### config.mk
export PLATFORM = sky130hd
export DESIGN_NAME = mat_mult_seq_flat
export DESIGN_NICKNAME = d
export VERILOG_FILES = /design/src/rtl/mat_mult_seq_if.sv /design/src/rtl/mat_mult_seq.sv /design/src/flat_wrapper.sv
export SDC_FILE = /design/constraint.sdc
export NUM_CORES = 1
export LEC_CHECK = 0
export ABC_AREA = 0
export BUFFER_PORTS_ARGS = -buffer_cell sky130_fd_sc_hd__buf_2
export CAP_MARGIN = 20
export CORE_MARGIN = 3
export CORE_UTILIZATION = 35
export CTS_CLUSTER_DIAMETER = 60
export DETAILED_ROUTE_END_ITERATION = 10
export GPL_TIMING_DRIVEN = 0
export HOLD_SLACK_MARGIN = 0.1
export RECOVER_POWER = 100
export SYNTH_ARGS = -nofsm -noshare
export SYNTH_HDL_FRONTEND = slang
export SYNTH_SLANG_ARGS = --single-unit
### constraint.sdc
create_clock -name clk -period 3.8 [get_ports clk]
set_clock_uncertainty 0.15 [all_clocks]
set_input_delay 0.76 -clock clk [delete_from_list [all_inputs] [get_ports clk]]
set_output_delay 0.76 -clock clk [all_outputs]
set_load 0.03 [all_outputs]
### src/rtl/mat_mult_seq_if.sv
// Operand-read and result-stream bundle for the sequential matrix multiplier.
// The sequencer drives the master side; operand memories and result sink sit on the slave side.
interface mat_mult_seq_if #(
  parameter int N  = 2,
  parameter int DW = 8
);
  localparam int AW   = $clog2(N*N);
  localparam int IW   = $clog2(N);
  localparam int ACCW = 2*DW + $clog2(N);

  logic            rd_en;
  logic [AW-1:0]   a_rd_addr;
  logic [AW-1:0]   b_rd_addr;
  logic [DW-1:0]   a_rd_data;
  logic [DW-1:0]   b_rd_data;
  logic            res_valid;
  logic            res_ready;
  logic [IW-1:0]   res_row;
  logic [IW-1:0]   res_col;
  logic [ACCW-1:0] res_data;

  modport master (
    output rd_en, a_rd_addr, b_rd_addr, res_valid, res_row, res_col, res_data,
    input  a_rd_data, b_rd_data, res_ready
  );

  modport slave (
    input  rd_en, a_rd_addr, b_rd_addr, res_valid, res_row, res_col, res_data,
    output a_rd_data, b_rd_data, res_ready
  );
endinterface

### src/rtl/mat_mult_seq.sv
// Time-shared signed MAC sequencer: C[i][j] = sum_k A[i][k]*B[j][k], streamed row-major.
// Operand memories have one cycle of read latency; results leave on a valid/ready port.
module mat_mult_seq #(
  parameter int N  = 2,
  parameter int DW = 8
) (
  input  logic           clk,
  input  logic           reset,
  input  logic           start,
  output logic           busy,
  output logic           done,
  mat_mult_seq_if.master bus
);
  localparam int AW   = $clog2(N*N);
  localparam int IW   = $clog2(N);
  localparam int ACCW = 2*DW + $clog2(N);

  localparam logic [2:0] S_IDLE = 3'd0;
  localparam logic [2:0] S_READ = 3'd1;
  localparam logic [2:0] S_ACC  = 3'd2;
  localparam logic [2:0] S_OUT  = 3'd3;
  localparam logic [2:0] S_DONE = 3'd4;

  localparam logic [IW-1:0] LAST = IW'(N-1);
  localparam logic [IW-1:0] ONE  = IW'(1);
  localparam logic [AW-1:0] N_A  = AW'(N);

  logic [2:0]             r_state;
  logic [IW-1:0]          r_i;
  logic [IW-1:0]          r_j;
  logic [IW-1:0]          r_k;
  logic signed [ACCW-1:0] r_acc;
  logic                   r_rd_d;
  logic                   r_first_d;

  logic signed [2*DW-1:0] w_a_ext;
  logic signed [2*DW-1:0] w_b_ext;
  logic signed [2*DW-1:0] w_prod;
  logic signed [ACCW-1:0] w_prod_ext;
  logic                   w_hs;

  assign w_a_ext    = {{DW{bus.a_rd_data[DW-1]}}, bus.a_rd_data};
  assign w_b_ext    = {{DW{bus.b_rd_data[DW-1]}}, bus.b_rd_data};
  assign w_prod     = w_a_ext * w_b_ext;
  assign w_prod_ext = {{(ACCW-2*DW){w_prod[2*DW-1]}}, w_prod};
  assign w_hs       = bus.res_valid & bus.res_ready;

  // NOTE: every flop, including the accumulator, is cleared by the async reset so that
  // an aborted run can never leak a partial sum or stale indices onto the outputs.
  always_ff @(posedge clk or negedge reset) begin
    if (!reset) begin
      r_state   <= S_IDLE;
      r_i       <= '0;
      r_j       <= '0;
      r_k       <= '0;
      r_acc     <= '0;
      r_rd_d    <= 1'b0;
      r_first_d <= 1'b0;
    end else begin
      // NOTE: non-blocking assignments keep every flop sampling pre-edge values; the
      // acc update below may be overridden by the IDLE clear later in this block.
      r_rd_d    <= (r_state == S_READ);
      r_first_d <= (r_state == S_READ) && (r_k == '0);
      // Read data trails rd_en by one cycle; the first return of an element overwrites.
      if (r_rd_d) r_acc <= r_first_d ? w_prod_ext : r_acc + w_prod_ext;

      case (r_state)
        S_IDLE: begin
          if (start) begin
            r_state <= S_READ;
            r_i     <= '0;
            r_j     <= '0;
            r_k     <= '0;
            r_acc   <= '0;
          end
        end
        S_READ: begin
          if (r_k == LAST) begin
            r_k     <= '0;
            r_state <= S_ACC;
          end else begin
            r_k <= r_k + ONE;
          end
        end
        S_ACC: r_state <= S_OUT;
        S_OUT: begin
          if (w_hs) begin
            if (r_i == LAST && r_j == LAST) begin
              r_state <= S_DONE;
            end else begin
              r_state <= S_READ;
              r_k     <= '0;
              if (r_j == LAST) begin
                r_j <= '0;
                r_i <= r_i + ONE;
              end else begin
                r_j <= r_j + ONE;
              end
            end
          end
        end
        S_DONE: begin
          r_state <= S_IDLE;
          r_i     <= '0;
          r_j     <= '0;
        end
        default: r_state <= S_IDLE;
      endcase
    end
  end

  assign busy          = (r_state == S_READ) || (r_state == S_ACC) || (r_state == S_OUT);
  assign done          = (r_state == S_DONE);
  assign bus.rd_en     = (r_state == S_READ);
  assign bus.a_rd_addr = AW'(r_i) * N_A + AW'(r_k);
  assign bus.b_rd_addr = AW'(r_j) * N_A + AW'(r_k);
  assign bus.res_valid = (r_state == S_OUT);
  assign bus.res_row   = r_i;
  assign bus.res_col   = r_j;
  assign bus.res_data  = r_acc;
endmodule
### src/flat_wrapper.sv
// flat-port wrapper written by rule: the top's interface ports become plain ports
module mat_mult_seq_flat 
#(
  parameter int N  = 2,
  parameter int DW = 8
)
  (clk, reset, start, busy, done, bus_rd_en, bus_a_rd_addr, bus_b_rd_addr, bus_res_valid, bus_res_row, bus_res_col, bus_res_data, bus_a_rd_data, bus_b_rd_data, bus_res_ready);
  mat_mult_seq_if #(.N(N), .DW(DW)) bus_i ();
  input  logic clk;
  input  logic reset;
  input  logic start;
  output logic busy;
  output logic done;
  output wire logic [$bits(bus_i.rd_en)-1:0] bus_rd_en;
  output wire logic [$bits(bus_i.a_rd_addr)-1:0] bus_a_rd_addr;
  output wire logic [$bits(bus_i.b_rd_addr)-1:0] bus_b_rd_addr;
  output wire logic [$bits(bus_i.res_valid)-1:0] bus_res_valid;
  output wire logic [$bits(bus_i.res_row)-1:0] bus_res_row;
  output wire logic [$bits(bus_i.res_col)-1:0] bus_res_col;
  output wire logic [$bits(bus_i.res_data)-1:0] bus_res_data;
  input wire logic [$bits(bus_i.a_rd_data)-1:0] bus_a_rd_data;
  input wire logic [$bits(bus_i.b_rd_data)-1:0] bus_b_rd_data;
  input wire logic [$bits(bus_i.res_ready)-1:0] bus_res_ready;
  assign bus_rd_en = bus_i.rd_en;
  assign bus_a_rd_addr = bus_i.a_rd_addr;
  assign bus_b_rd_addr = bus_i.b_rd_addr;
  assign bus_res_valid = bus_i.res_valid;
  assign bus_res_row = bus_i.res_row;
  assign bus_res_col = bus_i.res_col;
  assign bus_res_data = bus_i.res_data;
  assign bus_i.a_rd_data = bus_a_rd_data;
  assign bus_i.b_rd_data = bus_b_rd_data;
  assign bus_i.res_ready = bus_res_ready;
  mat_mult_seq #(.N(N), .DW(DW)) u_core (.clk(clk), .reset(reset), .start(start), .busy(busy), .done(done), .bus(bus_i));
endmodule
# ---- Yosys cells after proc, flatten, opt, wreduce, memory -nomap -nowiden
# Index checks and enable logic that the tools add are counted.
dict set report op_classes {
  add_sub_neg 6
  n_mul 1
  eq_ne 9
  mux 22
  bitwise 2
  n_reduce_logical 11
}
# operator n
set op_table {}
lappend op_table {{$mux W17} 4}
lappend op_table {{$add A17 B16 Y17} 1}
lappend op_table {{$mul A8 B8 Y16} 1}
lappend op_table {{$mux W3} 4}
lappend op_table {{$pmux W3 S4} 1}
lappend op_table {{$mux W1} 10}
lappend op_table {{$pmux W1 S3} 3}
lappend op_table {{$ne A2 B2 Y1 const B} 4}
lappend op_table {{$reduce_and A4 Y1} 2}
lappend op_table {{$eq A3 B2 Y1 const B} 2}
lappend op_table {{$reduce_bool A3 Y1} 2}
lappend op_table {{$reduce_and A5 Y1} 1}
lappend op_table {{$add A2 B1 Y2} 2}
lappend op_table {{$add A1 B1 Y1 const B} 3}
lappend op_table {{$eq A3 B1 Y1 const B} 1}
lappend op_table {{$eq A3 B3 Y1 const B} 1}
lappend op_table {{$logic_not A3 Y1} 1}
lappend op_table {{$reduce_and A3 Y1} 1}
lappend op_table {{$logic_and A1 B1 Y1} 2}
lappend op_table {{$logic_or A1 B1 Y1} 2}
lappend op_table {{$ne A2 B1 Y1 const B} 1}
lappend op_table {{$and A1 B1 Y1} 1}
lappend op_table {{$not A1 Y1} 1}
dict set report totals {
  regBits 25
  inputBits 20
  out_inout_bits 27
  wordCells 58
}

# ---- Depth between registers and ports, before layout
# Gate-level depths: netlist (run 1).
dict set report depth {
  depth_word 6
  mapped_depth 25
  depth_no_buf 25
}

# ---- Worst setup path before layout (run 1)
# OpenSTA, ideal clock, no wires.
dict set report synth_path {
  path_type {input to register}
  start {input port bus_a_rd_data[3]}
  end {register u_core.r_acc[16] (netlist: u_core.bus.res_data[16])}
  setup_ps 136
  arrival_time_ps 6028
  path_slack_ps -2514
  stages 24
  n_path_buf 0
  path_cell_list {and2_1 fa_1 inv_1 fa_1 inv_1 fa_1 inv_1 fa_1 inv_1 ha_1 a21o_1 a21oi_1 o21ai_0 a21oi_1 nor2b_1 xnor2_1 ha_1 a21o_1 a21oi_1 and2b_2 a311oi_4 mux2_2 o21ai_0 a21oi_1}
}
dict set report synth_between {
  elab_chain_cells 6
}
# element line
set synth_lines {}
lappend synth_lines {{start, declared} flat_wrapper.sv:21} ;# input wire logic [$bits(bus_i.a_rd_data)-1:0] bus_a_rd_data;
lappend synth_lines {{$mul A8 B8 Y16 (*)} mat_mult_seq.sv:44} ;# assign w_prod = w_a_ext * w_b_ext;
lappend synth_lines {{$add A17 B16 Y17} mat_mult_seq.sv:65} ;# if (r_rd_d) r_acc <= r_first_d ? w_prod_ext : r_acc + w_prod_ext;
lappend synth_lines {{$mux W17 (*) (2 in series)} mat_mult_seq.sv:65}
lappend synth_lines {{$mux W17} mat_mult_seq.sv:69} ;# if (start) begin
lappend synth_lines {{$mux W17 (*)} mat_mult_seq.sv:67} ;# case (r_state)
lappend synth_lines {{end signal, assigned} mat_mult_seq.sv:65}
lappend synth_lines {{end, declared} mat_mult_seq.sv:32} ;# logic signed [ACCW-1:0] r_acc;
# Every way passes the cells marked *; elsewhere a longest branch is shown, timed or not.
# A chain may end at the register's enable or synchronous reset.

# ---- Worst setup path after layout (run 1)
dict set report layout_path {
  start {input port bus_a_rd_data[6]}
  end {register u_core.r_acc[16] (netlist: u_core.bus.res_data[16])}
}
# Same word-level chain as after synthesis.

==> results of run 1 <==
## per-layer routing
layer,wire [microns],track usage,vias to the layer above
met1,5220,0.224,1874
met4,53,0.0181,0
met3,346,0.0142,7
li1,-,-,1845
met5,0,0,-
met2,5590,0.269,65
## cells in the final DEF, fill, tap and decap left out, drive strengths merged, types with 2 or more instances in the layout
| cell | count |
|---|---|
| nor3 | 4 |
| xnor2 | 17 |
| buf | 57 |
| a21oi | 30 |
| nor2b | 9 |
| and2 | 48 |
| nor3b | 3 |
| fa | 56 |
| xor2 | 9 |
| nand2 | 30 |
| mux2i | 9 |
| a31oi | 2 |
| nand3 | 4 |
| o21a | 5 |
| ha | 45 |
| nor2 | 35 |
| o21ai | 23 |
| a211oi | 8 |
| and3 | 3 |
| clkbuf | 43 |
| inv | 100 |
| mux2 | 3 |
| a21o | 11 |
| nand2b | 6 |
| o211ai | 6 |
| dfrtp | 25 |
## how the worst max path moves through the flow
stage | startpoint | endpoint | slack [ns] | cells past startpoint
after detailed placement | bus_b_rd_data[2] | u_core.bus.res_data[16] | -2.85 | 24
after global placement | bus_b_rd_data[2] | u_core.bus.res_data[16] | -2.79 | 24
after global routing | bus_a_rd_data[6] | u_core.bus.res_data[16] | -2.51 | 23
after floorplan | bus_b_rd_data[2] | u_core.bus.res_data[16] | -2.25 | 23
after CTS | bus_a_rd_data[6] | u_core.bus.res_data[16] | -2.30 | 24
final | bus_a_rd_data[6] | u_core.bus.res_data[16] | -2.37 | 23
## worst register-to-register path: cells and delay by family (launching register included)
family                     cells  cell delay (ns)
AOI/OAI and AO/OA              6             1.44
adders and majority gates      2             0.45
DFF                            1             0.41
and+or+nand+nor                1             0.13
muxes                          1             0.33
buffers and inverters          1             0.08
## final cells by class
| type | count | area, sq um |
|---|---|---|
| fillers | 1125 | 6210 |
| multi-input cells | 382 | 4090 |
| flip-flops and latches | 25 | 626 |
| repair buffers | 81 | 587 |
| inverters | 100 | 378 |
| well taps | 168 | 210 |
| plain buffers | 16 | 77.6 |
| clock buffers | 3 | 75.1 |
| clock inverters | 1 | 7.51 |
## state kept, by name, summed over array words and instances, names as in the netlist
register / count
u_core.bus.res_data: 17
u_core.r_state: 3
u_core.bus.res_col: 1
u_core.bus.res_row: 1
u_core.r_first_d: 1
u_core.r_k: 1
u_core.r_rd_d: 1
## logic make-up after synthesis
logic type | after synthesis | share of synthesized area
XOR/XNOR | 26 | 0.0507
AND/OR/NAND/NOR | 147 | 0.169
multiplexers | 12 | 0.0276
AO/OA/AOI/OAI | 96 | 0.137
buffers and inverters | 116 | 0.101
flip-flops | 25 | 0.139
adder cells (fa/ha/maj) | 101 | 0.375
## what timing repair did
item,CTS,global route
endpoints found under the hold margin,0,0
endpoints found under the setup margin,13,13
hold buffers,0,0
gates resized for setup,81,62
pin swaps,49,37
buffers inserted,20,16
## stage by stage
step	instance area [sq um]	instances	TNS, ns
floorplan	4670	523	-15.68
global placement	5110	737	-21.99
detailed placement	5110	737	-22.66
CTS	5670	761	-18.25
global route	6050	776	-20.07
finish	6050	776	-18.38
## synthesized netlist by cell type, types with 2 or more instances
cell,number,area share
fa_1,56,0.25
nand3_1,4,0.0045
and2_1,48,0.067
nor2b_1,9,0.013
inv_1,100,0.084
and3_1,3,0.0042
a211oi_1,8,0.013
mux2i_1,9,0.020
clkbuf_1,10,0.0084
xor2_1,9,0.018
nor2_1,35,0.029
ha_1,45,0.13
a31oi_1,2,0.0028
a21o_1,10,0.017
mux2_2,3,0.0075
buf_4,4,0.0067
o21ai_0,23,0.026
nor3b_1,3,0.0050
o21a_1,5,0.0084
dfrtp_1,25,0.14
xnor2_1,17,0.033
nor3_1,4,0.0045
a21oi_1,30,0.033
o211ai_1,6,0.010
nand2_1,30,0.025
nand2b_1,6,0.0084
==> results by group, run 1 <==
Timing
  • Relative slew slack: 0.0522
  • Final hold violation count: 0
  • Final setup margin: -2.37 ns
  • Min Hold Slack: 0.421 ns
  • Slew Limit Fails: 0
  • Tmin final: 6.17 ns
  • # setup viols final: 12
  • Fmax achieved: 0.162 GHz
  • Worst Max-Slew Pin Slew: 1.42 ns
  • Final period utilization: 1.62
  • RSZ-0062 raised after global routing: true

Synth
  • Post-synth cell types: 45
  • Synth Net Count: 644
  • Register area share after synthesis: 0.139
  • Top_reg_cell synth: dfrtp_1
  • Async SR Flop Fraction: 1.00
  • Synth Register Bits: 25
  • Mean Syn Cell Area: 8.58 sq um
  • Mapped Cells: 523
  • Post-synth EDFFs: 0
  • Mapped cell area: 4490 sq um
  • Yosys warns: 0

Placed design
  • Placer Congestion: 0.863
  • DP HPWL: 8280 microns
  • IO Port Bufs: 46
  • Dpl ws: -2.85 ns

Finish
  • Ratio of cells with drive above 1 in the final layout: 0.304
  • Antenna fix cells: 0
  • Final core occ: 0.494
  • Final-stage net count: 730
  • Area Overhead vs Synth: 34.9%

CTS
  • CTS buffer count: 3
  • Root buf cell: clkbuf_16
  • TritonCTS clock tree: done
  • Clk buf depth: 2
  • Clock transition at the registers of the reported paths: 0.07 ns
  • CTS sink cnt: 25
  • H-tree Lvls: 1
  • Clock latency at the later pin of the worst-skew pair: 0.26 ns

Route
  • Drt wl/cell: 14.4 microns
  • Total number of vias: 3791
  • Starting DRT DRC Count: 117
  • ANT nets after route: 0
  • Drt first pass iters: 4
  • DR vias/cell: 4.89
  • Routed wire length: 11200 microns
  • # DRC: 0

Floorplan
  • Overall die area: 14200 sq um
  • Core box area: 12300 sq um
  • Die extent in x: 119 microns
  • Die Ht: 119 microns
  • Core Rows: 40
  • # IOs: 47
  • Initial core utilization: 0.366

Critical path
  • CP Launch Type: input pin
  • Reg2Reg Depth: 11
  • RR Startpoint: u_core.bus.res_data[0]
  • Crit path DAT: 6.15 ns
  • Worst path max stage delay: 0.55 ns
  • Crit. End Element: flip-flop
  • Required @ worst endpoint: 3.78 ns
  • Worst r2r dst: u_core.bus.res_data[16]
  • Critical path type: in2reg
  • WP buf/inv: 5
  • Worst path cell trace: buf_8 -> and2_4 -> fa_1 -> inv_1 -> fa_1 -> inv_2 -> fa_1 -> inv_2 -> fa_1 -> inv_2 -> ha_4 -> nand3_1 -> o21ai_4 -> nor2b_4 -> nand2b_4 -> xor2_4 -> ha_4 -> and2_4 -> a311o_2 -> a311oi_4 -> mux2_4 -> o21ai_1 -> a21oi_2
  • Critical path's most frequent cell: fa_1
  • Cell family with the largest share of critical-path delay: adder cells
  • Crit path max fanout: 4
  • Reg2reg setup slack: 0.68 ns
  • Slowest CP cell: fa_1

Global routing
  • First-pass GRT wire length: 18800 microns
  • Vias in the first global route: 3851
  • Tot GR Track Use: 0.158
  • Antenna violations before repair: 0
  • Largest net degree at the start of global routing: 26
  • Grt total ovfl: 0

Worst hold path
  • WHS Endpoint: u_core.bus.res_col
  • HP Class: reg2reg
  • Min-Delay Startpoint: u_core.bus.res_col
  • Worst hold path depth: 1

Run status
  • Failing checks: setup timing
  • Status: finished, violations left

Flow run
  • # Max-Cap Violations: 0
Power of run 1 is not shown: default switching activity piles up to over one toggle a cycle in this logic, so the estimate is an artifact.
==> run 2, diff against run 1 <==
--- a/config.mk
+++ b/config.mk
@@ -12,7 +12,6 @@
 export CORE_UTILIZATION = 35
 export CTS_CLUSTER_DIAMETER = 60
 export DETAILED_ROUTE_END_ITERATION = 10
-export GPL_TIMING_DRIVEN = 0
 export HOLD_SLACK_MARGIN = 0.1
 export RECOVER_POWER = 100
 export SYNTH_ARGS = -nofsm -noshare
==> run 2 against run 1 <==
- fmax rose by 0.86%
- via count increased by 3.9%
- first-iteration DRC count stayed put
- flip-flop and latch count unchanged
- the flow still finishes with violations (setup timing)
- cell area rose by 5.4%
- critical endpoint unchanged
- routed wire length rose by 2.7%
- hold slack got worse by 0.0020 ns
- utilization is 2.7 points higher
- register-to-register slack improved by 0.13 ns
- critical path depth grew 1
==> results by group, run 2 (synthesis results as in run 1) <==
Finish
  • Antenna fix cells: 0 (unchanged)
  • Final core occ: 0.520 (+0.0266)
  • Area Overhead vs Synth: 42.2%
  • Fillers: 1124 (-0.089%)
  • Most frequent cells in the layout: inv_1 (86), buf_4 (83), fa_1 (54)
  • Largest register FFs: 17 (unchanged)
  • Ratio of cells with drive above 1 in the final layout: 0.328 (+0.0240)
  • Final-stage net count: 783 (+7.3%)
  • Commonest non-fill, non-tap cell in the layout: inv_1

CTS
  • Clock transition at the registers of the reported paths: 0.07 ns (about the same)
  • Clk buf depth: 2 (unchanged)
  • Root buf cell: clkbuf_16
  • H-tree Lvls: 1 (unchanged)
  • TritonCTS clock tree: done
  • CTS buffer count: 3 (unchanged)
  • Clock latency at the later pin of the worst-skew pair: 0.26 ns (about the same)
  • CTS sink cnt: 25 (unchanged)

Timing
  • Final hold violation count: 0 (unchanged)
  • Final setup margin: -2.32 ns (+0.0523 ns)
  • Fmax achieved: 0.163 GHz (+0.86%)
  • # setup viols final: 12 (unchanged)
  • Final period utilization: 1.61 (-0.0138)
  • Tmin final: 6.12 ns (-0.0523 ns)
  • Worst Max-Slew Pin Slew: 1.42 ns (+0.00259 ns)
  • Relative slew slack: 0.0505 (-0.00173)
  • RSZ-0062 raised after global routing: true
  • Slew Limit Fails: 0 (unchanged)

Placed design
  • Placer Congestion: 0.897 (+4.0%)
  • DP HPWL: 8980 microns (+8.4%)
  • IO Port Bufs: 46 (unchanged)

Run status
  • Failing checks: setup timing
  • Status: finished, violations left

Route
  • # DRC: 0 (unchanged)
  • Drt first pass iters: 4 (unchanged)
  • Starting DRT DRC Count: 117 (unchanged)
  • ANT nets after route: 0 (unchanged)
  • Total number of vias: 3940 (+3.9%)
  • DR vias/cell: 4.75 (-2.7%)
  • Drt wl/cell: 13.9 microns (-3.9%)
  • Routed wire length: 11500 microns (+2.7%)

Critical path
  • Worst path max stage delay: 0.57 ns (+0.02 ns)
  • Crit. End Element: flip-flop
  • Worst path cell trace: buf_6 -> nand2b_4 -> fa_1 -> fa_1 -> inv_2 -> fa_1 -> inv_1 -> fa_1 -> inv_2 -> ha_4 -> a21o_1 -> a21oi_2 -> o21ai_2 -> a21oi_2 -> nor2b_4 -> xnor2_2 -> ha_1 -> a21o_1 -> a21oi_1 -> and2b_2 -> a311oi_4 -> mux2_4 -> o21ai_1 -> a21oi_1
  • Slowest CP cell: fa_1
  • Crit path max fanout: 4 (unchanged)
  • Required @ worst endpoint: 3.79 ns (about the same)
  • Crit path DAT: 6.11 ns (-0.04 ns)
  • CP Launch Type: input pin
  • Critical path type: in2reg
  • Critical path's most frequent cell: fa_1

Floorplan
  • Initial core utilization: 0.366 (unchanged)
  • # IOs: 47 (unchanged)
  • Core Rows: 40 (unchanged)
  • Die extent in x: 119 microns (unchanged)
  • Core box area: 12300 sq um (unchanged)
  • Overall die area: 14200 sq um (unchanged)
  • Die Ht: 119 microns (unchanged)

Global routing
  • First-pass GRT wire length: 19500 microns (+3.3%)
  • Tot GR Track Use: 0.163 (+0.00489)
  • Grt total ovfl: 0 (unchanged)
  • Vias in the first global route: 4166 (+8.2%)
  • Largest net degree at the start of global routing: 36 (+38%)
  • Antenna violations before repair: 0 (unchanged)

Flow run
  • # Max-Cap Violations: 0 (unchanged)

Worst hold path
  • HP Class: reg2reg
==> run 2: what timing repair did <==
| item | in CTS | in global routing |
|---|---|---|
| pin swaps | 31 | 44 |
| setup buffers | 9 | 9 |
| hold buffers | 0 | 0 |
| endpoints found under the setup margin | 13 | 13 |
| gates resized for setup | 60 | 53 |
==> run 2: metal layers <==
layer,global-route usage,routed length [microns],vias up
li1,-,-,1947
met5,0,0,-
met2,0.291,5980,65
met3,0.0180,323,14
met1,0.210,5050,1914
met4,0.0355,150,0
==> run 2: path summary, 6_finish.rpt <==
| check | cells past startpoint | slack (ns) | endpoint | start |
|---|---|---|---|---|
| worst max-delay path | 24 | -2.32 | u_core.bus.res_data[16] | bus_a_rd_data[0] |
| worst min-delay path | 1 | 0.42 | u_core.bus.res_col | u_core.bus.res_col |
| worst max register to register | 11 | 0.81 | u_core.bus.res_data[16] | u_core.bus.res_data[0] |
| worst min register to register | 1 | 0.42 | u_core.bus.res_col | u_core.bus.res_col |
| max in group asynchronous | 1 | 1.99 | u_core.bus.res_data[8] | reset |
| min in group asynchronous | 1 | 0.67 | u_core.bus.res_data[11] | reset |
==> run 2: area by class of cell <==
cell class	count	area [sq um]	area share
clock buffers	4	78.8	0.0124
inverters	100	375	0.0588
multi-input cells	382	3960	0.620
flip-flops and latches	25	626	0.0981
well taps	168	210	0.0329
repair buffers	150	1130	0.178
==> run 2: through the flow <==
| step | hold WS [ns] | instance area (sq um) | setup slack (ns) | cells | TNS (ns) |
|---|---|---|---|---|---|
| 2_1_floorplan | 0.314 | 4670 | -2.25 | 523 | -15.68 |
| 3_3_place_gp | 0.386 | 5680 | -2.49 | 806 | -23.66 |
| 3_5_place_dp | 0.405 | 5680 | -2.57 | 806 | -23.96 |
| 4_1_cts | 0.366 | 6090 | -2.23 | 819 | -19.18 |
| 5_1_grt | 0.452 | 6380 | -2.57 | 829 | -20.94 |
| 6_report | 0.419 | 6380 | -2.32 | 829 | -18.86 |
==> run 2: critical path, delay by kind of cell <==
| family | cells | cell delay, ns |
|---|---|---|
| AOI/OAI and AO/OA | 9 | 1.48 |
| xor gates and xnor gates | 1 | 0.13 |
| adders and majority gates | 6 | 2.61 |
| buffers and inverters | 4 | 0.24 |
| muxes | 1 | 0.33 |
| and+or+nand+nor | 3 | 0.56 |
Power of run 2 is left out for the same reason.
==> run 3, diff against run 2 <==
--- a/config.mk
+++ b/config.mk
@@ -5,7 +5,7 @@
 export SDC_FILE = /design/constraint.sdc
 export NUM_CORES = 1
 export LEC_CHECK = 0
-export ABC_AREA = 0
+export ABC_AREA = 1
 export BUFFER_PORTS_ARGS = -buffer_cell sky130_fd_sc_hd__buf_2
 export CAP_MARGIN = 20
 export CORE_MARGIN = 3
==> run 3 against run 2 <==
- the flow still finishes with violations (setup timing)
- global-route usage about the same
- count of clock-buffer cells in the layout unchanged
- register-to-register slack improved by 0.72 ns
- fmax increased by 14%
- hold slack got worse by 0.042 ns
- die area increased by 11%
- highest routed layer unchanged
==> results by group, run 3 <==
Timing
  • # setup viols final: 12 (unchanged)
  • Final period utilization: 1.41 (-0.202)
  • Tmin final: 5.35 ns (-0.768 ns)
  • Final setup margin: -1.55 ns (+0.768 ns)
  • Worst Max-Slew Pin Slew: 1.41 ns (-0.0169 ns)
  • Relative slew slack: 0.0618 (+0.0113)
  • Fmax achieved: 0.187 GHz (+14%)
  • Slew Limit Fails: 0 (unchanged)
  • RSZ-0062 raised after global routing: true
  • Final hold violation count: 0 (unchanged)

Route
  • # DRC: 0 (unchanged)
  • DR vias/cell: 4.56 (-4.0%)
  • ANT nets after route: 0 (unchanged)
  • Starting DRT DRC Count: 215 (+84%)
  • Routed wire length: 12300 microns (+7.2%)
  • Total number of vias: 4686 (+19%)
  • Drt wl/cell: 12.0 microns (-13%)
  • Drt first pass iters: 4 (unchanged)

Critical path
  • Critical path type: in2reg
  • Crit path max fanout: 6 (+2)
  • CP Launch Type: input pin
  • Reg2Reg Depth: 17 (+6)
  • Slowest CP cell: fa_1
  • Crit. End Element: flip-flop
  • Worst r2r dst: u_core.bus.res_data[16]
  • WP buf/inv: 8 (+4)
  • Critical path's most frequent cell: inv_2
  • Required @ worst endpoint: 3.80 ns (about the same)
  • RR Startpoint: u_core.bus.res_data[0]
  • Reg2reg setup slack: 1.53 ns (+0.72 ns)
  • Cell family with the largest share of critical-path delay: adder cells
  • Crit path DAT: 5.35 ns (-0.76 ns)
  • Worst path max stage delay: 0.54 ns (-0.03 ns)

Global routing
  • First-pass GRT wire length: 21500 microns (+10%)
  • Antenna violations before repair: 0 (unchanged)
  • Grt total ovfl: 0 (unchanged)
  • Vias in the first global route: 4753 (+14%)
  • Largest net degree at the start of global routing: 29 (-19%)
  • Tot GR Track Use: 0.162 (-0.000397)

CTS
  • Clock latency at the later pin of the worst-skew pair: 0.27 ns (about the same)
  • Clock transition at the registers of the reported paths: 0.06 ns (about the same)
  • Root buf cell: clkbuf_16
  • Clk buf depth: 2 (unchanged)
  • TritonCTS clock tree: done
  • CTS buffer count: 3 (unchanged)
  • Hold-fix buffers, CTS: 0 (unchanged)
  • H-tree Lvls: 1 (unchanged)
  • CTS sink cnt: 25 (unchanged)

Synth
  • Synth top area share: 0.224 (-0.0255)
  • Main combinational cell family by area after synthesis: adder cells
  • Synth Net Count: 854 (+33%)
  • Synth Area in Compound Gates: 0.0959 (-0.0416)
  • Post-synth EDFFs: 0 (unchanged)
  • Post-synth cell types: 39 (-13%)
  • Mean Syn Cell Area: 6.82 sq um (-21%)
  • XOR/XNOR share of the synthesized area: 0.0223 (-0.0285)
  • Simple-gate share of the synthesized area: 0.247 (+0.0781)
  • Register area share after synthesis: 0.125 (-0.0142)
  • Async SR Flop Fraction: 1.00 (unchanged)
  • Top_reg_cell synth: dfrtp_1
  • Mapped Cells: 733 (+40%)
  • Yosys warns: 0 (unchanged)
  • Mux cell area share after synthesis: 0 (-0.0276)
  • Synth Register Bits: 25 (unchanged)
  • Synth top area cells: fa_1 (22%), inv_1 (15%), nand2_1 (13%)
  • Synth Area in Adders: 0.337 (-0.0383)
  • Mapped cell area: 5000 sq um (+11%)
  • Synth area leader: fa_1
  • Count leader, synth: inv_1
  • Commonest cells post-synth: inv_1 (196), nand2_1 (178), fa_1 (56)

Run status
  • Status: finished, violations left
  • Failing checks: setup timing

Finish
  • Ratio of cells with drive above 1 in the final layout: 0.345 (+0.0165)
  • Most frequent cells in the layout: inv_1 (164), nand2_1 (137), buf_4 (77)
  • Commonest non-fill, non-tap cell in the layout: inv_1
  • Fin cells: 1027 (+24%)
  • Antenna fix cells: 0 (unchanged)
  • Final core occ: 0.501 (-0.0189)
  • Largest register FFs: 17 (unchanged)
  • Area Overhead vs Synth: 39.8%
  • Final-stage net count: 969 (+24%)

Floorplan
  • Die extent in x: 126 microns (+5.3%)
  • Core box area: 13900 sq um (+14%)
  • Initial core utilization: 0.359 (-0.00731)
  • Die Ht: 126 microns (+5.3%)
  • # IOs: 47 (unchanged)
  • Core Rows: 43 (+7.5%)
  • Overall die area: 15800 sq um (+11%)

Worst hold path
  • WHS Endpoint: u_core.r_first_d
  • Worst hold path depth: 1 (unchanged)
  • Min-Delay Startpoint: u_core.r_k
  • HP Class: reg2reg

Placed design
  • DP HPWL: 9900 microns (+10%)
  • Inst Count DP: 1003 (+24%)
  • IO Port Bufs: 46 (unchanged)
  • Placer Congestion: 0.899 (+0.18%)

Flow run
  • # Max-Cap Violations: 0 (unchanged)
-- run 3: changes by cell type in the layout (fill, tap and decap cells not counted), sizes merged, moves of 15 or more --
cell	previous run	this run
nand2	30	187
inv	100	199
nand3	4	28
clkbuf	37	22
and2	48	2
nor2	35	51
-- run 3: worst register-to-register path: stages, from the launching register on --
cell	delay, ns
dfrtp_1	0.39
ha_1	0.18
inv_1	0.06
fa_1	0.40
inv_1	0.07
nand3_1	0.07
nand2_2	0.12
nand2_2	0.06
nand2_2	0.14
nand2_2	0.08
nand2_1	0.06
nand2_1	0.06
nand2_1	0.07
nor2_1	0.05
nand2_1	0.05
nand3_1	0.06
nand2_1	0.07
inv_1	0.03
-- run 3: worst max-delay path by stage --
stage / from / endpoint / slack [ns] / depth (start not counted)
5_1_grt: bus_b_rd_data[4] / u_core.bus.res_data[13] / -1.81 / 30
6_report: bus_b_rd_data[4] / u_core.bus.res_data[14] / -1.55 / 28
4_1_cts: bus_b_rd_data[4] / u_core.bus.res_data[16] / -1.52 / 31
3_5_place_dp: bus_b_rd_data[0] / u_core.bus.res_data[16] / -2.01 / 29
3_3_place_gp: bus_b_rd_data[0] / u_core.bus.res_data[16] / -1.99 / 31
2_1_floorplan: bus_b_rd_data[2] / u_core.bus.res_data[16] / -1.65 / 30
-- run 3: what timing repair did --
action	4_1_cts	5_1_grt
pin swaps	30	59
setup buffers	9	12
gates resized for setup	90	69
setup endpoints to repair	13	14
-- run 3: stage by stage --
| stage | instance area (sq um) | hold WS [ns] | setup TNS, ns | setup slack (ns) |
|---|---|---|---|---|
| after floorplan | 5490 | 0.314 | -14.13 | -1.65 |
| after global placement | 6190 | 0.361 | -19.79 | -1.99 |
| after detailed placement | 6190 | 0.371 | -20.02 | -2.01 |
| after CTS | 6680 | 0.371 | -14.59 | -1.52 |
| after global routing | 6990 | 0.413 | -17.53 | -1.81 |
| final | 6990 | 0.377 | -14.66 | -1.55 |
-- run 3: layout make-up --
type,count,area [sq um]
Fill cell,1357,6950
Clock buffer,4,78.8
Multi-Input combinational cell,483,4270
Sequential cell,25,626
Timing Repair Buffer,135,1030
Inverter,200,763
Tap cell,180,225
-- run 3: cell families after synthesis --
family | count (synthesis)
AND/OR/NAND/NOR | 287
buffers and inverters | 225
adder cells (fa/ha/maj) | 101
AO/OA/AOI/OAI | 84
flip-flops | 25
XOR/XNOR | 11
-- run 3: layer usage --
metal | GRT usage | up-vias | share of wire
met5 | 0 | - | 0
met4 | 0.0249 | 0 | 0.011
met3 | 0.0231 | 13 | 0.042
met2 | 0.285 | 67 | 0.50
met1 | 0.217 | 2205 | 0.45
li1 | - | 2401 | -
Power of run 3 is left out for the same reason.
